==> config.mk <==
export PLATFORM = sky130hd
export DESIGN_NAME = rr_mux4
export DESIGN_NICKNAME = d
export VERILOG_FILES = /design/src/rtl/rr_mux4.sv
export SDC_FILE = /design/constraint.sdc
export NUM_CORES = 1
export LEC_CHECK = 0
export CAP_MARGIN = 5
export CORE_MARGIN = 2
export CORE_UTILIZATION = 44
export DETAILED_ROUTE_END_ITERATION = 10
export MAX_ROUTING_LAYER = met4
export PLACE_DENSITY = 0.91
export SYNTH_ARGS = -nofsm -noshare
export SYNTH_HDL_FRONTEND = slang
export SYNTH_SLANG_ARGS = --single-unit
export TNS_END_PERCENT = 20
==> constraint.sdc <==
create_clock -name clk -period 8.7 [get_ports clk]
set_clock_uncertainty 0.05 [all_clocks]
set_input_delay 2.61 -clock clk [delete_from_list [all_inputs] [get_ports clk]]
set_output_delay 2.61 -clock clk [all_outputs]
set_load 0.02 [all_outputs]
==> src/rtl/rr_mux4.sv <==
// 4:1 round-robin packet-aware stream mux tagging each beat with its source index.
// Latency 1 cycle accept->out_valid; output register drains and reloads in one cycle, in_ready=0 while it is held.
module rr_mux4 #(
    parameter int DATA_W = 8
) (
    input  logic                  clk,
    input  logic                  rst,
    input  logic [3:0]            in_valid,
    input  logic [4*DATA_W-1:0]   in_data,
    input  logic [3:0]            in_last,
    output logic [3:0]            in_ready,
    output logic                  out_valid,
    output logic [DATA_W-1:0]     out_data,
    output logic                  out_last,
    output logic [1:0]            out_sel,
    input  logic                  out_ready
);

    typedef enum logic {ARB, LOCKED} state_t;

    typedef struct packed {
        logic [DATA_W-1:0] dat;
        logic              last;
        logic [1:0]        sel;
    } beat_t;

    state_t     state, state_nxt;
    logic [1:0] ptr, ptr_nxt;
    logic [1:0] lock_ch, lock_nxt;
    logic [1:0] win;
    logic [1:0] idx;
    logic       win_vld;
    logic       can_load;
    logic       load;
    logic       beat_vld;
    beat_t      beat_q;

    // Scan from the highest offset down so the channel closest to ptr wins.
    always_comb begin
        win     = ptr;
        win_vld = 1'b0;
        idx     = ptr;
        if (state == LOCKED) begin
            win     = lock_ch;
            win_vld = in_valid[lock_ch];
        end else begin
            for (int k = 3; k >= 0; k--) begin
                idx = ptr + 2'(k);
                if (in_valid[idx]) begin
                    win     = idx;
                    win_vld = 1'b1;
                end
            end
        end
    end

    // No grant while reset is held: a beat accepted on that edge would be lost.
    assign can_load = !beat_vld || out_ready;
    assign load     = win_vld && can_load && !rst;
    assign in_ready = load ? (4'b0001 << win) : 4'b0000;

    always_comb begin
        state_nxt = state;
        ptr_nxt   = ptr;
        lock_nxt  = lock_ch;
        if (load) begin
            if (in_last[win]) begin
                state_nxt = ARB;
                ptr_nxt   = win + 2'd1;
            end else begin
                state_nxt = LOCKED;
                lock_nxt  = win;
            end
        end
    end

    always_ff @(posedge clk or posedge rst) begin
        if (rst) begin
            state    <= ARB;
            ptr      <= 2'b00;
            lock_ch  <= 2'b00;
            beat_vld <= 1'b0;
            beat_q   <= '0;
        end else begin
            state   <= state_nxt;
            ptr     <= ptr_nxt;
            lock_ch <= lock_nxt;
            if (load) begin
                beat_vld    <= 1'b1;
                beat_q.dat  <= in_data[win*DATA_W +: DATA_W];
                beat_q.last <= in_last[win];
                beat_q.sel  <= win;
            end else if (out_ready) begin
                beat_vld <= 1'b0;
            end
        end
    end

    assign out_valid = beat_vld;
    assign out_data  = beat_q.dat;
    assign out_last  = beat_q.last;
    assign out_sel   = beat_q.sel;

endmodule

==> Word-level counts from Yosys, hierarchy flattened <==
Cells that the tools add are included.
{ "word_totals": {"in_bits": 43, "ff_bits": 17, "out_inout_bits": 16, "wordCells": 54} }
{ "op_classes": {"n_mux": 26, "n_reduce_logical": 8, "n_bitwise": 1, "order_cmp": 6, "add_sub_neg": 4, "shifts": 2} }
{ "op_table": {"columns": ["cell", "count"], "rows": [
  ["$shiftx A32 B6 Y8", 1],
  ["$lt A2 B3 Y1 const B", 6],
  ["$mux W1", 14],
  ["$bmux W1 S2", 6],
  ["$mux W2", 5],
  ["$add A2 B1 Y2 const B", 2],
  ["$add A2 B2 Y2 const B", 2],
  ["$mux W4", 1],
  ["$reduce_and A2 Y1", 2],
  ["$shl A1 B2 Y4 const A", 1],
  ["$logic_and A1 B1 Y1", 2],
  ["$logic_not A1 Y1", 2],
  ["$reduce_bool A2 Y1", 1],
  ["$logic_or A1 B1 Y1", 1],
  ["$not A1 Y1", 1]
]} }

==> Depth between registers and ports, before layout <==
{ "logic_depth": {"ltp_word": 12, "mapped_depth": 9, "mapped_depth_nobuf": 7} }

==> Worst setup path before layout <==
OpenSTA, ideal clock, no wires.
{ "synth_path": {"path_type": "input -> output", "from": "in in_valid[3]", "to": "out in_ready[1]", "path_buffers": 2, "t_arrival_ns": 4.011, "path_slack_ns": 2.029, "t_required_ns": 6.040, "path_stages": 9, "path_cell_list": "or2_2 > a21o_1 > o311ai_2 > and2_1 > buf_6 > buf_6 > inv_1 > ha_1 > and2_1"} }
{ "synth_between": {"elab_cells_between_ends": 24, "cone_classes": "1 x shift; 21 x mux; 2 x reduce/logical"} }
{ "synth_rtl": {"columns": ["element", "line", "rtl"], "rows": [
  ["start, declared", "8", "input logic [3:0] in_valid,"],
  ["$bmux W1 S2", "49", "if (in_valid[idx]) begin"],
  ["$mux W1 (not written as such)", "49", null],
  ["$mux W2 (3 in series)", "49", null],
  ["$mux W2 (*)", "49", null],
  ["$mux W2 (*)", "43", "if (state == LOCKED) begin"],
  ["named net win[0]", "30", "logic [1:0] win;"],
  ["$shl A1 B2 Y4 (*)", "60", "assign in_ready = load ? (4'b0001 << win) : 4'b0000;"],
  ["$mux W4 (*)", "60", null],
  ["end, declared", "11", "output logic [3:0] in_ready,"]
]} }
The timed path passes the listed nets; every way through them passes the cells marked *. The select of a mux whose other input is x is not followed.

==> Worst setup path in the final report <==
{ "layout_path": {"from": "in in_valid[0]", "to": "out in_ready[1]"} }
The elaborated chain is that of the path after synthesis.

==> reports/results.env <==
NUMCTSBUFFERS=3
FINAL_ESTIMATED_ROUTING_CONGESTION_IN_GLOBAL_PLACEMENT=0.8276
ANTENNA_FOUND_INITIAL=0
REGTOREGSTARTPOINT='ptr[1]'
TIMING_WORST_SETUP_PATH_TYPE='input port to output pin'
DP_SLACK_NS=0.8949
FINAL_MAX_SLEW_VIOL_COUNT=0
DRTPASS1ITERATIONS=4
NUMBER_OF_GLOBAL_ROUTE_VIAS_BEFORE_REPAIR=1199
TRITONCTS='built'
DIEHEIGHT_UM=57.41
GRT_FIRST_PASS_WIRELENGTH_UM=5188
REMAINING_NUMBER_OF_NETS_FLAGGED_BY_THE_ANTENNA_CHECK_AFTER_ROUTING=0
CTS-ROOT-TO-SINK-BUFFERS=2
DR_TOTAL_VIAS=1103
FIN_TNS_SETUP_NS=0
CLK_ROOT_BUFFER_CELL='sky130_fd_sc_hd__clkbuf_4'
IO_BUFFERS=58
CLKTRANSATPATHREGS_NS=0.11
CRITICAL_PATH.REG2REG.ENDPOINT='ptr[1]'
POSTCTSSETUPBUFFERS=0
DIODES=0
DESIGN.PORTCOUNT=59
PERIOD_MINUS_SLACK_NS=7.843
NETLIST.AREA_LEADER.SHARE=0.3390
SYNTH_CELL_TYPE_COUNT=35
CTS_RESIZED=0
MAX-VDD-IR-DROP_V=0.0002545
WORSTHOLDENDPOINT='out_last'
MAX-SLEW-MARGIN-REL=0.5668
DETAIL_ROUTE.WL_PER_CELL_UM=15.51
INITIALDRTVIOLATIONCOUNT=27
LEAST_MARGIN_PIN_SLEW_NS=0.6492
WORSTHOLDSTART='out_last'
POST-SYNTH-TOP-AREA-CELL='sky130_fd_sc_hd__dfrtp_1'
CRITPATHLAUNCHTYPE='input port'
GATE_COUNT_AFTER_TECHNOLOGY_MAPPING=116
HOLD_CLASS='flop to flop'
POST_LAYOUT_NONFILLER_INSTANCES=207
POST_SYNTH_MAIN_AREA_CONTRIBUTORS='sky130_fd_sc_hd__dfrtp_1, sky130_fd_sc_hd__mux2i_1, sky130_fd_sc_hd__mux2_2'
SYNTH_ASYNC_SR_FLOP_SHARE=1.000
LEAKAGE_POWER_FIGURE_nW=0.8504
SYNTH_EDF_COUNT=0
POST_SYNTH.CELL_AREA_AVG_SQ_UM=10.82
FIN_WS_NS=0.8566
WORST_EP_ARRIVAL_TIME_NS=5.18
YOSYSWARNINGCOUNT=0
AVGVIACOUNTPERCELL=5.329
OUTCOME='completed'
WIRELENGTH_UM=3211
MAX_FREQ_MHz=127.5
HOLD_BUFFERS=0
CELL_PWR_DENSITY_mW_PER_MM2=329.5
LAYOUT_CELL_SHARE_WITH_DRIVE_STRENGTH_BEYOND_1=0.1364
DRC_ERRORS=0
POST-LAYOUT-TOTAL-POWER_W=0.0006226
SETUP.WORST_PATH.END_CLASS='output pin'
R2R_SETUP_SLACK_NS=6.40
DIE-AREA_SQ_MM=0.003295
MAPPEDNETLISTNETS=163
HPWLAFTERDP_UM=2590
HTREEDEPTH=1
AREA_GROWTH_PCT=50.55
TRITONCTS_NUM_SINKS=17
MAXCAPVIOLCOUNT=0
WORSTREGTOREGCELLS=8
GLOBALROUTE.TOTALOVERFLOW=0
INSERTION_DELAY_NS=0.30
FINALHOLDVIOLCOUNT=0
DIE_W_UM=57.41
CORE_SQ_MM=0.002734
POST_SYNTH_TOP_FLOP='sky130_fd_sc_hd__dfrtp_1'
HOLD_DEPTH=1
CRITICAL_PATH_PEAK_FANOUT=12
YS_FF_LATCH=17
GROUTE.USAGE.OVERALL=0.2076
CRIT_REQUIRED_NS=6.04
MAPPEDNETLISTAREA_SQ_MM=0.001255
NUM_ROWS=19
RSZ_0062_RAISED_AFTER_GLOBAL_ROUTING='false'
SYNTH.YOSYS.SEQ_AREA_SHARE=0.3390
LAYOUT.NETS=224
SETUP_VIOL=0
INST_COUNT_DP=203
GRT_START_MAX_NET_PINS=21
POST-ROUTE-PERIOD-UTIL=0.9015
FILLCELLCOUNT=198
STARTING_UTILIZATION_OF_THE_CORE_AREA=0.4590
==> metal layers <==
layer	track usage	wire, um
met5	-	0
met2	0.3442	1653
met4	0.05980	25
met1	0.2522	1285
met3	0.04762	247
==> logic make-up after synthesis <==
| group | after synthesis | share of synthesized area |
|---|---|---|
| muxes | 36 | 0.3111 |
| and+or+nand+nor | 25 | 0.1196 |
| AOI/OAI and AO/OA | 21 | 0.1286 |
| DFF | 17 | 0.3390 |
| buffers and inverters | 13 | 0.06182 |
| adders and majority gates | 4 | 0.03988 |
==> cells in the mapped netlist (2+ instances only) <==
| cell type | count |
|---|---|
| sky130_fd_sc_hd__a21o_1 | 3 |
| sky130_fd_sc_hd__a21oi_1 | 5 |
| sky130_fd_sc_hd__and2_1 | 5 |
| sky130_fd_sc_hd__buf_2 | 2 |
| sky130_fd_sc_hd__buf_6 | 3 |
| sky130_fd_sc_hd__dfrtp_1 | 17 |
| sky130_fd_sc_hd__ha_1 | 4 |
| sky130_fd_sc_hd__inv_1 | 7 |
| sky130_fd_sc_hd__mux2_1 | 2 |
| sky130_fd_sc_hd__mux2_2 | 8 |
| sky130_fd_sc_hd__mux2i_1 | 24 |
| sky130_fd_sc_hd__nand2_1 | 2 |
| sky130_fd_sc_hd__nand2b_1 | 2 |
| sky130_fd_sc_hd__nand3_1 | 2 |
| sky130_fd_sc_hd__nor2_1 | 4 |
| sky130_fd_sc_hd__nor2b_1 | 4 |
| sky130_fd_sc_hd__nor4_1 | 2 |
| sky130_fd_sc_hd__o21ai_0 | 2 |
| sky130_fd_sc_hd__o21ai_1 | 2 |
==> through the flow <==
step	utilization	hold WS, ns	area (sq um)
6_report	0.6911	0.4663	1889
5_1_grt	0.6911	0.4768	1889
4_1_cts	0.6911	0.4657	1889
3_5_place_dp	0.6801	0.4397	1859
3_3_place_gp	0.6801	0.4272	1859
2_1_floorplan	-	0.4818	1255
==> worst max-delay path by stage <==
stage / start / end / depth (start not counted) / slack (ns)
detailed placement: in_valid[0] / in_ready[1] / 10 / 0.89
global placement: in_valid[0] / in_ready[1] / 10 / 0.99
global route: in_valid[0] / in_ready[1] / 10 / 0.73
CTS: in_valid[0] / in_ready[1] / 10 / 0.87
finish: in_valid[0] / in_ready[1] / 10 / 0.86
floorplan: in_valid[3] / in_ready[1] / 9 / 2.03
==> layout make-up <==
type | count | area (sq um) | share of cell area
sequential | 17 | 425.4 | 0.2252
multi-input combinational | 86 | 758.2 | 0.4013
clock buffer | 3 | 22.52 | 0.01192
timing repair buffer | 62 | 610.6 | 0.3232
tap | 31 | 38.79 | 0.02053
inverter | 7 | 26.28 | 0.01391
clock inverter | 1 | 7.507 | 0.003974
==> cells in the final DEF, fill, tap and decap left out, drive strengths merged <==
cell,count
a31oi,1
ha,4
buf,4
o21bai,1
nand2b,2
o21ai,4
or2,2
o211a,1
nor2b,4
mux2i,24
and2,5
a21o,3
a211oi,1
nand3b,1
nand3,2
clkdlybuf4s50,58
a21oi,5
o21a,1
nand2,2
mux2,11
a21boi,2
dfrtp,17
nor3,1
o311ai,1
mux4,1
inv,7
nor4,2
a32o,1
nor2,4
clkbuf,3
clkinvlp,1
==> registers in the layout, indices dropped and copies added (netlist names) <==
signal,count
lock_ch,2
out_sel,2
state,1
out_valid,1
out_last,1
out_data,8
ptr,2
==> critical path, stage by stage <==
cell                              delay (ns)
sky130_fd_sc_hd__clkdlybuf4s50_1        0.56
sky130_fd_sc_hd__nand2b_1               0.17
sky130_fd_sc_hd__a21boi_1               0.09
sky130_fd_sc_hd__o311ai_2               0.32
sky130_fd_sc_hd__and2_1                 0.21
sky130_fd_sc_hd__buf_4                  0.23
sky130_fd_sc_hd__inv_1                  0.11
sky130_fd_sc_hd__ha_1                   0.19
sky130_fd_sc_hd__and2_1                 0.14
sky130_fd_sc_hd__clkdlybuf4s50_1        0.55
==> where the power goes <==
group,internal (W),switching (W)
Sequential,0.000119,0.0000337
Combinational,0.000217,0.000208
Clock,0.0000176,0.0000272
Note: power is estimated with default switching activity, not from simulation.
